### config.mk
export PLATFORM = sky130hd
export DESIGN_NAME = ortak_yol_hakemi_flat
export DESIGN_NICKNAME = d
export VERILOG_FILES = /design/src/rtl/ortak_yol_hakemi_pkg.sv /design/src/rtl/ortak_yol_hakemi_if.sv /design/src/rtl/ortak_yol_hakemi_sonuc_fifo.sv /design/src/rtl/ortak_yol_hakemi.sv /design/src/flat_wrapper.sv
export SDC_FILE = /design/constraint.sdc
export NUM_CORES = 1
export LEC_CHECK = 0
export ABC_AREA = 1
export ABC_CLOCK_PERIOD_IN_PS = 3100
export BUFFER_PORTS_ARGS = -buffer_cell sky130_fd_sc_hd__buf_2
export CAP_MARGIN = 0
export CORE_AREA = 2 2 146 148
export CTS_BUF_LIST = sky130_fd_sc_hd__clkbuf_16
export CTS_CLUSTER_SIZE = 40
export DETAILED_ROUTE_END_ITERATION = 6
export DIE_AREA = 0 0 148 150
export PLACE_DENSITY = 0.66
export SLEW_MARGIN = 0
export SYNTH_ARGS = -nofsm -noshare
export SYNTH_HDL_FRONTEND = slang
export SYNTH_HIERARCHICAL = 1
export SYNTH_SLANG_ARGS = --single-unit
### constraint.sdc
create_clock -name saat -period 3.1 [get_ports saat]
set_input_delay 0.465 -clock saat [delete_from_list [all_inputs] [get_ports saat]]
set_output_delay 0.465 -clock saat [all_outputs]
set_load 0.005 [all_outputs]
### src/rtl/ortak_yol_hakemi_pkg.sv
// Shared types and constants for the common-data-bus arbiter.
package ovy_pkg;

  localparam int VARSAYILAN_ETIKET_W = 4;
  localparam int VARSAYILAN_VERI_W   = 32;
  localparam int CARP_ETIKET_TABANI  = 8;

  typedef struct packed {
    logic [VARSAYILAN_ETIKET_W-1:0] etiket;
    logic [VARSAYILAN_VERI_W-1:0]   deger;
  } sonuc_t;

  typedef enum logic {
    KAYNAK_TOP  = 1'b0,
    KAYNAK_CARP = 1'b1
  } kaynak_e;

  typedef enum logic {
    ONCELIK_TOP  = 1'b0,
    ONCELIK_CARP = 1'b1
  } oncelik_e;

endpackage

### src/rtl/ortak_yol_hakemi_if.sv
// Producer-side handshakes and the broadcast bus of the CDB arbiter.
interface ortak_yol_hakemi_if #(
  parameter int ETIKET_W = ovy_pkg::VARSAYILAN_ETIKET_W,
  parameter int VERI_W   = ovy_pkg::VARSAYILAN_VERI_W
);
  logic                top_gecerli;
  logic                top_hazir;
  logic [ETIKET_W-1:0] top_etiket;
  logic [VERI_W-1:0]   top_deger;
  logic                carp_gecerli;
  logic                carp_hazir;
  logic [ETIKET_W-1:0] carp_etiket;
  logic [VERI_W-1:0]   carp_deger;
  logic                yol_gecerli;
  logic [ETIKET_W-1:0] yol_etiket;
  logic [VERI_W-1:0]   yol_deger;
  logic                yol_kaynak;
  logic                bos;

  modport slave (
    input  top_gecerli, top_etiket, top_deger,
    input  carp_gecerli, carp_etiket, carp_deger,
    output top_hazir, carp_hazir,
    output yol_gecerli, yol_etiket, yol_deger, yol_kaynak, bos
  );

  modport master (
    output top_gecerli, top_etiket, top_deger,
    output carp_gecerli, carp_etiket, carp_deger,
    input  top_hazir, carp_hazir,
    input  yol_gecerli, yol_etiket, yol_deger, yol_kaynak, bos
  );
endinterface

### src/rtl/ortak_yol_hakemi_sonuc_fifo.sv
// Per-source result buffer; pointers carry an extra wrap bit to tell full from empty.
module sonuc_fifo #(
  parameter int DERINLIK = 2,
  parameter int GENISLIK = 36
) (
  input  logic                saat,
  input  logic                sifirla_n,
  input  logic                push,
  input  logic                pop,
  input  logic [GENISLIK-1:0] din,
  output logic [GENISLIK-1:0] dout,
  output logic                full,
  output logic                empty
);
  localparam int AW = (DERINLIK > 1) ? $clog2(DERINLIK) : 1;
  localparam logic [AW:0] BIR = 1;

  logic [AW:0]         yaz;
  logic [AW:0]         oku;
  logic [GENISLIK-1:0] bellek [DERINLIK];

  assign empty = (yaz == oku);
  assign full  = (yaz[AW] != oku[AW]) && (yaz[AW-1:0] == oku[AW-1:0]);
  assign dout  = bellek[oku[AW-1:0]];

  always_ff @(posedge saat) begin
    if (!sifirla_n) begin
      yaz <= '0;
      oku <= '0;
    end else begin
      if (push && !full) yaz <= yaz + BIR;
      if (pop && !empty) oku <= oku + BIR;
    end
  end

  always_ff @(posedge saat) begin
    if (push && !full) bellek[yaz[AW-1:0]] <= din;
  end
endmodule

### src/rtl/ortak_yol_hakemi.sv
// CDB arbiter: two result FIFOs, round-robin grant, one registered broadcast per cycle.
//   state        | meaning
//   ONCELIK_TOP  | adder wins if both heads are waiting
//   ONCELIK_CARP | multiplier wins if both heads are waiting
module ortak_yol_hakemi #(
  parameter int ETIKET_W = ovy_pkg::VARSAYILAN_ETIKET_W,
  parameter int VERI_W   = ovy_pkg::VARSAYILAN_VERI_W,
  parameter int DERINLIK = 2
) (
  input  logic saat,
  input  logic sifirla_n,
  ortak_yol_hakemi_if.slave bag
);
  import ovy_pkg::*;

  localparam int SW = ETIKET_W + VERI_W;

  logic [SW-1:0]       top_dout, carp_dout;
  logic                top_full, top_empty, carp_full, carp_empty;
  logic                top_push, carp_push;
  logic                top_izin, carp_izin;
  oncelik_e            durum, durum_sonraki;
  logic                yol_gecerli_r;
  logic [ETIKET_W-1:0] yol_etiket_r;
  logic [VERI_W-1:0]   yol_deger_r;
  logic                yol_kaynak_r;

  // Readiness looks only at registered occupancy, so a same-cycle pop never frees a slot.
  assign bag.top_hazir  = sifirla_n & ~top_full;
  assign bag.carp_hazir = sifirla_n & ~carp_full;
  assign top_push  = bag.top_gecerli  & bag.top_hazir;
  assign carp_push = bag.carp_gecerli & bag.carp_hazir;

  sonuc_fifo #(.DERINLIK(DERINLIK), .GENISLIK(SW)) u_top_fifo (
    .saat(saat), .sifirla_n(sifirla_n),
    .push(top_push), .pop(top_izin),
    .din({bag.top_etiket, bag.top_deger}), .dout(top_dout),
    .full(top_full), .empty(top_empty)
  );

  sonuc_fifo #(.DERINLIK(DERINLIK), .GENISLIK(SW)) u_carp_fifo (
    .saat(saat), .sifirla_n(sifirla_n),
    .push(carp_push), .pop(carp_izin),
    .din({bag.carp_etiket, bag.carp_deger}), .dout(carp_dout),
    .full(carp_full), .empty(carp_empty)
  );

  always_ff @(posedge saat) begin
    if (!sifirla_n) durum <= ONCELIK_TOP;
    else            durum <= durum_sonraki;
  end

  always_comb begin
    durum_sonraki = durum;
    top_izin      = 1'b0;
    carp_izin     = 1'b0;
    case (durum)
      ONCELIK_TOP: begin
        if (!top_empty) begin
          top_izin      = 1'b1;
          durum_sonraki = ONCELIK_CARP;
        end else if (!carp_empty) begin
          carp_izin = 1'b1;
        end
      end
      ONCELIK_CARP: begin
        if (!carp_empty) begin
          carp_izin     = 1'b1;
          durum_sonraki = ONCELIK_TOP;
        end else if (!top_empty) begin
          top_izin = 1'b1;
        end
      end
      default: durum_sonraki = ONCELIK_TOP;
    endcase
  end

  always_ff @(posedge saat) begin
    if (!sifirla_n) begin
      yol_gecerli_r <= 1'b0;
      yol_etiket_r  <= '0;
      yol_deger_r   <= '0;
      yol_kaynak_r  <= KAYNAK_TOP;
    end else begin
      yol_gecerli_r <= top_izin | carp_izin;
      if (top_izin) begin
        {yol_etiket_r, yol_deger_r} <= top_dout;
        yol_kaynak_r                <= KAYNAK_TOP;
      end else if (carp_izin) begin
        {yol_etiket_r, yol_deger_r} <= carp_dout;
        yol_kaynak_r                <= KAYNAK_CARP;
      end
    end
  end

  assign bag.yol_gecerli = yol_gecerli_r;
  assign bag.yol_etiket  = yol_etiket_r;
  assign bag.yol_deger   = yol_deger_r;
  assign bag.yol_kaynak  = yol_kaynak_r;
  assign bag.bos         = ~yol_gecerli_r & top_empty & carp_empty;
endmodule

### src/flat_wrapper.sv
// flat-port wrapper written by rule: the top's interface ports become plain ports
module ortak_yol_hakemi_flat import ovy_pkg::*;
#(
  parameter int ETIKET_W = ovy_pkg::VARSAYILAN_ETIKET_W,
  parameter int VERI_W   = ovy_pkg::VARSAYILAN_VERI_W,
  parameter int DERINLIK = 2
)
  (saat, sifirla_n, bag_top_gecerli, bag_top_etiket, bag_top_deger, bag_carp_gecerli, bag_carp_etiket, bag_carp_deger, bag_top_hazir, bag_carp_hazir, bag_yol_gecerli, bag_yol_etiket, bag_yol_deger, bag_yol_kaynak, bag_bos);
  ortak_yol_hakemi_if #(.ETIKET_W(ETIKET_W), .VERI_W(VERI_W)) bag_i ();
  input  logic saat;
  input  logic sifirla_n;
  input wire logic [$bits(bag_i.top_gecerli)-1:0] bag_top_gecerli;
  input wire logic [$bits(bag_i.top_etiket)-1:0] bag_top_etiket;
  input wire logic [$bits(bag_i.top_deger)-1:0] bag_top_deger;
  input wire logic [$bits(bag_i.carp_gecerli)-1:0] bag_carp_gecerli;
  input wire logic [$bits(bag_i.carp_etiket)-1:0] bag_carp_etiket;
  input wire logic [$bits(bag_i.carp_deger)-1:0] bag_carp_deger;
  output wire logic [$bits(bag_i.top_hazir)-1:0] bag_top_hazir;
  output wire logic [$bits(bag_i.carp_hazir)-1:0] bag_carp_hazir;
  output wire logic [$bits(bag_i.yol_gecerli)-1:0] bag_yol_gecerli;
  output wire logic [$bits(bag_i.yol_etiket)-1:0] bag_yol_etiket;
  output wire logic [$bits(bag_i.yol_deger)-1:0] bag_yol_deger;
  output wire logic [$bits(bag_i.yol_kaynak)-1:0] bag_yol_kaynak;
  output wire logic [$bits(bag_i.bos)-1:0] bag_bos;
  assign bag_i.top_gecerli = bag_top_gecerli;
  assign bag_i.top_etiket = bag_top_etiket;
  assign bag_i.top_deger = bag_top_deger;
  assign bag_i.carp_gecerli = bag_carp_gecerli;
  assign bag_i.carp_etiket = bag_carp_etiket;
  assign bag_i.carp_deger = bag_carp_deger;
  assign bag_top_hazir = bag_i.top_hazir;
  assign bag_carp_hazir = bag_i.carp_hazir;
  assign bag_yol_gecerli = bag_i.yol_gecerli;
  assign bag_yol_etiket = bag_i.yol_etiket;
  assign bag_yol_deger = bag_i.yol_deger;
  assign bag_yol_kaynak = bag_i.yol_kaynak;
  assign bag_bos = bag_i.bos;
  ortak_yol_hakemi #(.ETIKET_W(ETIKET_W), .VERI_W(VERI_W), .DERINLIK(DERINLIK)) u_core (.saat(saat), .sifirla_n(sifirla_n), .bag(bag_i));
endmodule
==> summary.txt <==
GRT
  • Grt total ovfl: 0
  • Vias in the first global route: 4827
  • Initial antenna violation count: 5
  • First-pass GRT wire length: 25.6 mm
  • Largest net degree at the start of global routing: 39
  • Gr usage total: 15.5%

Cells and area
  • Fill cells: 1904
  • Final core utilization: 46.0%
  • Post-route design area: 0.00953 mm²
  • Nets: 844
  • Share of cells above drive strength 1: 32.5%
  • Cell Count, Final, Fillers Out: 1059
  • P&R area growth vs syn: 17.4%
  • Sequential cell area: 0.00531 mm²
  • Multi-input combinational cell area: 0.00221 mm²

Clock tree
  • CTS HTree Levels: 4
  • Root buffer cell: clkbuf_16
  • Clock transition at path regs: 0.07 ns
  • Clock sink count: 193
  • Post-CTS resize count: 0
  • Post-CTS Setup Bufs: 0
  • Num CTS Buffers: 17
  • Hold-fix buffers at CTS: 0
  • Clk buf depth: 2
  • Clk Latency, worst-skew pair: 0.42 ns
  • CTS tree: built

Die
  • Core area: 0.0207 mm²
  • Starting Density: 39.2%
  • Die height: 150 µm
  • Die Wd: 148 µm
  • Die area: 0.0222 mm²
  • Ports: 117
  • Num rows: 53

Synth
  • Synth unique cells: 19
  • Gate count of the mapped netlist: 643
  • Post-synthesis sequential area ratio: 65.4%
  • Syn_nets: 719
  • Synthesized flop and latch total: 193
  • Syn_area_per_cell: 12.6 µm²
  • Mapped Area: 0.00811 mm²
  • Synth warn: 6

Place
  • Detailed Place HPWL: 11.5 mm
  • Placed cell area: 0.00892 mm²
  • Inst Count DP: 1024
  • # port buffers: 116
  • GPL Wtd Cong: 0.776

Min path
  • HP Class: input port to flip-flop
  • Hold path depth: 1
  • HP Start: bag_carp_deger[0]
  • Worst Hold End: u_core/u_carp_fifo/bellek[0][0]

Worst setup path
  • Worst reg2reg path depth: 9
  • Reg-to-reg endpoint: u_core/u_top_fifo/bellek[0][13]
  • CP max FO: 18
  • Worst Path Buf+Inv: 3
  • CP startpoint: u_core/u_top_fifo/yaz[0]
  • CP top delay family: simple AND/OR/NAND/NOR gates
  • CP Launch Type: flip-flop
  • Endpoint class of the critical path: flip-flop
  • R2R Path Start: u_core/u_top_fifo/yaz[0]
  • Setup CP Type: flip-flop to flip-flop
  • CP Depth: 9
  • CP required: 3.22 ns
  • Slowest stage cell, crit path: nor2_4
  • CP max stage delay: 0.48 ns
  • Crit path cell chain: inv_1, nand2_1, nand2_2, nand2_2, inv_1, nor3b_1, nand2_1, nor2_4, buf_4
  • R2R Setup Slk: 0.64 ns
  • Arr. time, crit path: 2.58 ns

STA
  • Final-report setup violation count: 0
  • Hold Vio Cnt, Final: 0
  • Unrepaired setup endpoints after global routing: false
  • Setup tns final: 0 ns
  • Max transition margin: 52.1%
  • Final worst-path cycle share: 79.3%
  • Min Tclk post-route: 2.46 ns
  • Final Max Tran Viols: 0
  • Clock Skew: 0.00743 ns
  • Fmax achieved: 407 MHz
  • Slew @ Worst Pin: 0.719 ns

Route
  • Drt drc: 0
  • DR WL met2: 8.50 mm
  • Pre-antenna DRT Iters: 5
  • Number of routed nets with antenna violations: 0
  • Top routing layer in use: met5
  • WL met1: 7.09 mm
  • 1st-iter DRT viols: 287
  • Routed vias/inst: 4.60
  • Vias: 4871
  • Met3 wire length: 904 µm
  • DRT Wirelength: 16.7 mm
  • Avg WL per Cell: 15.8 µm

Power
  • Maximum vdd ir drop: 0.406 mV
  • Leakage power total: 0.00416 µW
  • Power Density: 727 mW/mm²

Outcome
  • Status: completed

Run
  • MaxCap Viol Count: 0
per-stage QoR:
stage | power, µW | worst slack, ns | hold slack (ns)
finish | 6930 | 0.642 | 0.230
global route | 7290 | 0.462 | 0.198
CTS | 7000 | 0.573 | 0.211
detailed placement | 4810 | 0.623 | 0.436
global placement | 4770 | 0.730 | 0.433
floorplan | 4370 | 0.0915 | 0.446
how the worst max path moves through the flow:
stage,to,slack [ns]
after floorplan,u_core/u_carp_fifo/bellek[0][0],0.09
after global placement,u_core/u_top_fifo/bellek[0][18],0.73
after detailed placement,u_core/u_top_fifo/bellek[0][13],0.62
after CTS,u_core/u_top_fifo/bellek[0][13],0.57
after global routing,u_core/u_top_fifo/bellek[0][12],0.46
final,u_core/u_top_fifo/bellek[0][13],0.64
cell families (layout without fill, tap and decap cells):
logic type      after synthesis  in the layout  synth area share (%)
simple gates                250            250                  13.4
flops                       193            193                  65.4
buf+inv                     117            255                  7.71
mux                          72             72                  12.8
compound gates               11             11                 0.725
other cells                   0              3                     0
synthesized netlist by cell type:
cell	count	area [µm²]
inv_1	91	342
buf_6	9	101
a21oi_2	1	8.76
nor3b_1	2	15.0
nand3_1	76	380
mux2_4	60	901
mux2_2	12	135
a21oi_1	10	50.1
nor2_1	18	67.6
nand2_4	2	22.5
nor2_4	1	11.3
inv_2	2	7.51
buf_12	6	120
dfxtp_1	49	981
buf_2	5	25.0
edfxtp_1	144	4320
nand2_1	141	529
nand2_2	10	62.6
buf_4	4	30.0
report_power, final:
group | internal [µW] | leakage (µW) | switching (µW)
Sequential | 3060 | 0.00173 | 146
Clock | 1220 | 0.000295 | 980
Combinational | 630 | 0.00214 | 891
cell type report:
cell class                 instances  share of cell area (%)
clock buffer                      17                    4.47
clock inverter                    15                    1.85
multi-input combinational        333                    23.2
inverter                          93                    3.66
antenna                            3                  0.0788
sequential                       193                    55.7
tap                              275                    3.61
timing repair buffer             130                    7.46
state kept, by name, indices dropped and copies added (netlist names), named ones only:
register,flops
u_core/u_carp_fifo/bellek,72
u_core/u_top_fifo/yaz,2
u_core/bag.yol_gecerli,1
u_core/bag.yol_kaynak,1
u_core/durum,1
u_core/bag.yol_etiket,4
u_core/bag.yol_deger,32
u_core/u_top_fifo/bellek,72
u_core/u_top_fifo/oku,2
u_core/u_carp_fifo/oku,2
u_core/u_carp_fifo/yaz,2
layer usage:
metal,up-vias,global-route usage [%]
met2,112,27.2
met4,4,5.33
li1,2401,-
met5,-,0
met3,14,4.76
met1,2340,18.0
layout by cell type (no fill, tap or decap), types with 3 or more instances in the layout:
master / n
nor2_1: 16
mux2_2: 12
inv_1: 89
mux2_4: 60
inv_6: 4
dfxtp_1: 47
a21oi_1: 10
nor2_4: 3
nand2_1: 141
clkbuf_16: 17
clkinv_4: 4
inv_2: 4
edfxtp_1: 144
nand2_2: 10
buf_4: 12
nand3_1: 76
buf_2: 116
diode_2: 3
Note: power is estimated with default switching activity, not from simulation.
